<file path="src/rtl/intr_ctrl.sv">
// Programmable interrupt controller: rising edges latch into PENDING, MASK and a
// fixed priority pick one source, and a REQ/ack/CLAIM handshake drives cp0.
module intr_ctrl #(
  parameter int unsigned NSRC      = 8,
  parameter logic [31:0] BASE_ADDR = 32'hFFFF0020
) (
  input  logic            clk,
  input  logic            reset,
  input  logic [NSRC-1:0] irq_in,
  input  logic [31:0]     address,
  input  logic [31:0]     wdata,
  input  logic            MemRead,
  input  logic            MemWrite,
  input  logic            irq_ack,
  output logic [31:0]     rdata,
  output logic            IntrAddress,
  output logic            cpu_irq
);

  typedef enum logic [1:0] {IDLE, REQ, SERVICE} state_e;

  state_e          state_q, state_d;
  logic [NSRC-1:0] pending_q, pending_d;
  logic [NSRC-1:0] mask_q, mask_d;
  logic [NSRC-1:0] prev_irq_q;
  logic [3:0]      claim_id_q, claim_id_d;
  logic            active;

  logic            hit_pend, hit_mask, hit_claim;
  logic [NSRC-1:0] rise, elig, win_oh;
  logic [3:0]      win_idx;
  logic            take, complete;

  // Loads are side-effect free, so the read strobe carries no information here.
  logic unused_bits;
  assign unused_bits = ^{MemRead, address[1:0], wdata};

  assign IntrAddress = (address[31:4] == BASE_ADDR[31:4]) && (address[3:2] != 2'b11);
  assign hit_pend    = IntrAddress && (address[3:2] == 2'b00);
  assign hit_mask    = IntrAddress && (address[3:2] == 2'b01);
  assign hit_claim   = IntrAddress && (address[3:2] == 2'b10);

  assign rise     = irq_in & ~prev_irq_q;
  assign elig     = pending_q & mask_q;
  assign take     = (state_q == REQ) && irq_ack && (|elig);
  assign complete = (state_q == SERVICE) && MemWrite && hit_claim
                    && (wdata[3:0] == claim_id_q);

  // Fixed priority: scanning downward leaves the lowest set index as winner.
  always_comb begin
    // NOTE: defaults first, so every path assigns and no latch is inferred.
    win_idx = '0;
    win_oh  = '0;
    for (int i = int'(NSRC) - 1; i >= 0; i--) begin
      if (elig[i]) begin
        // NOTE: blocking here; later iterations overwrite earlier ones in order.
        win_idx   = 4'(i);
        win_oh    = '0;
        win_oh[i] = 1'b1;
      end
    end
  end

  // Clears are applied before sets, so a new edge beats W1C or ack in one cycle.
  always_comb begin
    pending_d = pending_q;
    if (MemWrite && hit_pend) pending_d = pending_d & ~wdata[NSRC-1:0];
    if (take)                 pending_d = pending_d & ~win_oh;
    pending_d = pending_d | rise;

    mask_d     = (MemWrite && hit_mask) ? wdata[NSRC-1:0] : mask_q;
    claim_id_d = take ? win_idx : claim_id_q;
  end

  always_ff @(posedge clk) begin
    // NOTE: non-blocking for all state so every register samples pre-edge values.
    prev_irq_q <= irq_in;
    if (reset) begin
      pending_q  <= '0;
      mask_q     <= '0;
      claim_id_q <= '0;
    end else begin
      pending_q  <= pending_d;
      mask_q     <= mask_d;
      claim_id_q <= claim_id_d;
    end
  end

  always_ff @(posedge clk) begin
    if (reset) state_q <= IDLE;
    else       state_q <= state_d;
  end

  always_comb begin
    state_d = state_q;
    unique case (state_q)
      IDLE:    if (|elig) state_d = REQ;
      REQ: begin
        if (take)        state_d = SERVICE;
        else if (~|elig) state_d = IDLE;
      end
      SERVICE: if (complete) state_d = IDLE;
      default: state_d = IDLE;
    endcase
  end

  always_comb begin
    cpu_irq = (state_q == REQ);
    active  = (state_q == SERVICE);
  end

  always_comb begin
    rdata = '0;
    if (hit_pend)       rdata = {{(32 - NSRC){1'b0}}, pending_q};
    else if (hit_mask)  rdata = {{(32 - NSRC){1'b0}}, mask_q};
    else if (hit_claim) rdata = {active, 27'b0, claim_id_q};
  end

endmodule
</file>
<file path="config.mk">
export PLATFORM = sky130hd
export DESIGN_NAME = intr_ctrl
export DESIGN_NICKNAME = d
export VERILOG_FILES = /design/src/rtl/intr_ctrl.sv
export SDC_FILE = /design/constraint.sdc
export NUM_CORES = 1
export LEC_CHECK = 0
export CORE_UTILIZATION = 35
export CTS_CLUSTER_SIZE = 14
export DETAILED_ROUTE_END_ITERATION = 16
export PLACE_DENSITY = 0.83
export REMOVE_ABC_BUFFERS = 1
export SLEW_MARGIN = 40
export SYNTH_ARGS = -nofsm -noshare
export SYNTH_HDL_FRONTEND = slang
export SYNTH_SLANG_ARGS = --single-unit
</file>
<file path="constraint.sdc">
create_clock -name clk -period 4.1 [get_ports clk]
set_clock_uncertainty 0.2 [all_clocks]
set_input_delay 0.615 -clock clk [delete_from_list [all_inputs] [get_ports clk]]
set_output_delay 0.615 -clock clk [all_outputs]
set_load 0.05 [all_outputs]
</file>
# After elaboration in Yosys (flattened, before gate mapping)

Index checks and enable logic that the tools add are counted.

Logic and storage cells: 64
Register bits after elaboration: 30
Output and inout port bits: 34
Input bits: 77

Eq/ne operators: 10
Reduce and logical (&&, ||, !) cells: 15
Bitwise gates (word level): 8
Mux-type cells: 26

Operators with widths:

| operator                                            | number |
|---|---|
| two-way mux 32 bit                                  | 3 |
| two-way mux 8 bit                                   | 10 |
| AND 8 bit                                           | 4 |
| equality test 28 bit, second input constant         | 1 |
| two-way mux 4 bit                                   | 7 |
| NOT 8 bit                                           | 3 |
| logical AND 1 bit                                   | 11 |
| two-way mux 2 bit                                   | 4 |
| bitwise OR 8 bit                                    | 1 |
| OR reduction 8 bit                                  | 1 |
| case mux 2 bit (3 select lines)                     | 1 |
| equality test 2 x 1 -> 1 bit, second input constant | 2 |
| equality test 2 bit, second input constant          | 2 |
| equality test 4 bit                                 | 1 |
| zero test 2 bit                                     | 2 |
| != test 2 bit, second input constant                | 2 |
| two-way mux 3 bit                                   | 1 |
| != test 3 bit, second input constant                | 1 |
| AND reduction 3 bit                                 | 1 |
| != test 2 x 1 -> 1 bit, second input constant       | 1 |

# Logic depth before layout (Yosys ltp)

Word-level depth: 13
Mapped depth: 6
Gate-level depth less buffers: 4

# Least setup slack after synthesis

No wires, ideal clock.

Kind: input port to output port
Start point: input address[6]
End point: output rdata[3]
Path buffers: 2
Required time: 3.285 ns
Slack: 0.655 ns
Cell stages on the path: 6
Arrival time: 2.630 ns
Cells stage by stage: nor4_2 -> and3_1 -> buf_6 -> nand2_4 -> clkbuf_1 -> nor3_1

Cells in the longest elaborated chain, start to end: 6
Elaborated cells between the ends (all ways): 8
Classes of those cells: eq/ne: 1; mux: 3; reduce/logical: 4

RTL lines:

| what                     | RTL line | source |
|---|---|---|
| start, declared          | 10       | `input logic [31:0] address,` |
| equality test 28 bit (*) | 38       | `assign IntrAddress = (address[31:4] == BASE_ADDR[31:4]) && (address[3:2] != 2'b11);` |
| logical AND 1 bit (*)    | 38       |  |
| logical AND 1 bit        | 41       | `assign hit_claim = IntrAddress && (address[3:2] == 2'b10);` |
| two-way mux 32 bit       | 116      | `else if (hit_claim) rdata = {active, 27'b0, claim_id_q};` |
| two-way mux 32 bit       | 115      | `else if (hit_mask) rdata = {{(32 - NSRC){1'b0}}, mask_q};` |
| two-way mux 32 bit (*)   | 114      | `if (hit_pend) rdata = {{(32 - NSRC){1'b0}}, pending_q};` |
| end, declared            | 15       | `output logic [31:0] rdata,` |

Mark *: on every way between the ends. The rest lies on a longest branch, timed or not.

# Worst setup path after layout

Start point: input address[11]
End point: output rdata[0]

The elaborated chain is that of the path after synthesis.

==> results.py <==
metrics = {
    "outcome": {
        "outcome": "complete, no violations",
    },
    "timing": {
        "setup_tns_ns": 0,
        "hold_slack_ns": 0.295,
        "rsz0062_at_grt": "no",
        "slew_headroom": 0.664,
        "fin_crit_ns": 3.62,
        "final.period_utilization": 0.882,
        "clock.fmax_mhz": 277,
        "finalSetupViolations": 0,
        "report.final.slew_viol_count": 0,
        "worst_slew_pin_slew_ns": 0.503,
        "hold_violations": 0,
    },
    "cells_and_area": {
        "final_cell_mix": "clkdlybuf4s50_1 (53), dfxtp_1 (29), conb_1 (23)",
        "n_antenna_cell": 0,
        "multiInputGateArea_um2": 1090,
        "fill_cells": 502,
        "finish.utilization": 0.491,
        "fin_nets": 349,
        "drive_above_1_share": 0.117,
        "area_delta_synth_final_pct": 34.7,
        "final_common_cell": "clkdlybuf4s50_1",
        "seq_area_um2": 581,
    },
    "logic_synthesis": {
        "syn_inst": 210,
        "seq_area_frac_synth": 0.312,
        "synth_seq_cells": 29,
        "yosys_warnings": 0,
        "avgSynthCellArea_um2": 8.86,
        "synth_cell_type_count": 51,
        "synth.cell_area_um2": 1860,
    },
    "routing": {
        "wl_per_cell_um": 13.1,
        "via_per_inst": 5.29,
        "drt.antenna.violating_nets": 0,
        "drc": 0,
        "routed_wl_mm": 4.51,
        "drt_iter0_drc": 99,
        "drt_pass1_iterations": 6,
        "vias": 1813,
    },
    "pwr": {
        "ir_worst_vdd_v": 0.000110,
        "pwr-share-clk": 0.373,
        "total_power_uw": 699,
        "power_frac_comb": 0.198,
        "p_per_area_nw_per_um2": 279,
        "p_seq_frac": 0.429,
        "switching_share": 0.281,
        "p_leak_uw": 0.000946,
        "p_sw_uw": 197,
        "p_int_uw": 502,
    },
    "placed_design": {
        "post-dp-hpwl_mm": 3.51,
        "routabilityCongestion": 0.907,
        "io_buffers": 60,
    },
    "critical_path": {
        "rrSetupSlack_ns": 2.20,
        "worstPathCellList": "clkdlybuf4s50_1 -> nor4b_2 -> and3_1 -> nand2_4 -> nor2_1 -> clkdlybuf4s50_1",
        "cpMostUsedCell": "clkdlybuf4s50_1",
        "cpMaxStageDelayCell": "clkdlybuf4s50_1",
        "crit_path_max_incr_delay_ns": 0.81,
        "rr_endpoint": "pending_q[1]$_SDFF_PP0_",
        "cp-start-kind": "primary input",
        "crit_path_end_kind": "primary output",
        "crit_buf_inv": 2,
        "worstRegToRegCells": 4,
        "path_class": "in -> out",
        "cp.required_ns": 3.28,
        "crit_family": "buffers and inverters",
        "rr_startpoint": "pending_q[1]$_SDFF_PP0_",
        "cp_max_fo": 6,
        "cp.arrival_ns": 2.80,
    },
    "die": {
        "die_height_um": 74.9,
        "row_count": 26,
        "fp.coreArea_um2": 5110,
        "die_width_um": 74.9,
        "io_pins": 111,
        "start_util": 0.364,
        "die-area_um2": 5610,
    },
    "clock_network": {
        "ctsLongestPathBuffers": 2,
        "clk_latency_ns": 0.29,
        "hold_buffers": 0,
        "clkSinkCount": 29,
        "cts_made_buffers": 5,
        "cts_tree": "done",
        "path_clk_slew_ns": 0.06,
        "cts_resized": 0,
        "htreeDepth": 2,
        "clock_tree.root_cell": "clkbuf_8",
        "post_cts_buffers": 0,
    },
    "grt": {
        "grt_overflow": 0,
        "grt_max_degree": 17,
        "antenna_found_initial": 0,
        "grt_pass1_vias": 1638,
        "grt_use_total": 0.172,
        "grt_pass1_wl_mm": 7.20,
    },
    "hold_path": {
        "holdPathEnd": "state_q[0]$_SDFFE_PP0P_",
        "hold_start": "state_q[1]$_SDFFE_PP0P_",
        "min_path_type": "reg -> reg",
        "hold_path_depth": 1,
    },
    "run": {
        "maxCapViolations": 0,
    },
}
## cell type report
type,count,share of cell area
Clock inverter,1,0.00200
Sequential cell,29,0.232
Multi-Input combinational cell,162,0.433
Clock buffer,7,0.0384
Inverter,10,0.0150
Tap cell,70,0.0349
Timing Repair Buffer,64,0.245
## power groups by stage
stage	sequential, uW	clock, uW	combinational [uW]
global placement	305	0	137
finish	300	261	138
global route	301	280	149
floorplan	304	0	72.9
CTS	299	267	138
detailed placement	305	0	138
## per-stage QoR
step / cell area [um^2] / std cells / setup WS [ns]
3_5_place_dp: 2400 / 335 / 0.481
2_1_floorplan: 1700 / 201 / 0.789
6_report: 2510 / 343 / 0.484
4_1_cts: 2510 / 343 / 0.479
5_1_grt: 2510 / 343 / 0.356
3_3_place_gp: 2400 / 335 / 0.490
## layer usage
layer | track usage | up-vias | part of all wire
met2 | 0.297 | 95 | 0.50
met4 | 0.0922 | 0 | 0.020
li1 | - | 865 | -
met5 | 0 | - | 0
met3 | 0.0415 | 10 | 0.068
met1 | 0.195 | 843 | 0.41
## cell usage after synthesis, drive strengths merged
master,instances,share of area
nand4,12,0.044
and3b,1,0.0047
a21oi,11,0.030
a311o,3,0.016
o41ai,5,0.024
clkbuf,5,0.021
conb,1,0.0020
nand2,10,0.024
nand4bb,1,0.015
o21ba,1,0.0054
and2,2,0.0067
a21boi,3,0.012
a2111oi,1,0.0047
a41oi,1,0.0087
nor4,3,0.022
or2,1,0.0034
nor4b,2,0.016
mux2i,8,0.043
nor3,8,0.022
and3,1,0.0034
nor3b,1,0.0040
o21ai,5,0.013
nand3b,1,0.0040
a222oi,1,0.0054
buf,26,0.11
and4bb,1,0.0067
o311ai,4,0.019
or4,1,0.0061
nor2,15,0.030
a32o,1,0.0054
nor2b,8,0.027
dfxtp,29,0.31
xor2,3,0.014
a211oi,4,0.016
nand2b,5,0.017
nand3,2,0.0054
o32ai,1,0.0047
a22o,1,0.0047
o31ai,4,0.016
inv,10,0.020
a22oi,5,0.026
a221oi,2,0.0094
## worst max path at each step
stage | startpoint | endpoint | slack [ns] | depth (start not counted)
after CTS | address[11] | rdata[0] | 0.48 | 6
final | address[11] | rdata[0] | 0.48 | 6
after floorplan | address[6] | rdata[3] | 0.79 | 4
after global routing | address[11] | rdata[1] | 0.36 | 6
after detailed placement | address[11] | rdata[0] | 0.48 | 6
after global placement | address[11] | rdata[1] | 0.49 | 6
## sequential cells by signal, indices dropped and copies added (netlist names)
signal and count:
claim_id_q 3, mask_q 8, pending_q 8, prev_irq_q 8
state_q 2
## cell families after synthesis
group / count (synthesis) / synth area share
simple gates: 75 / 0.260
mux: 8 / 0.0430
xor+xnor: 3 / 0.0141
buf+inv: 41 / 0.149
compound gates: 53 / 0.220
other cells: 1 / 0.00202
flops: 29 / 0.312
(Power assumes the default switching activity.)
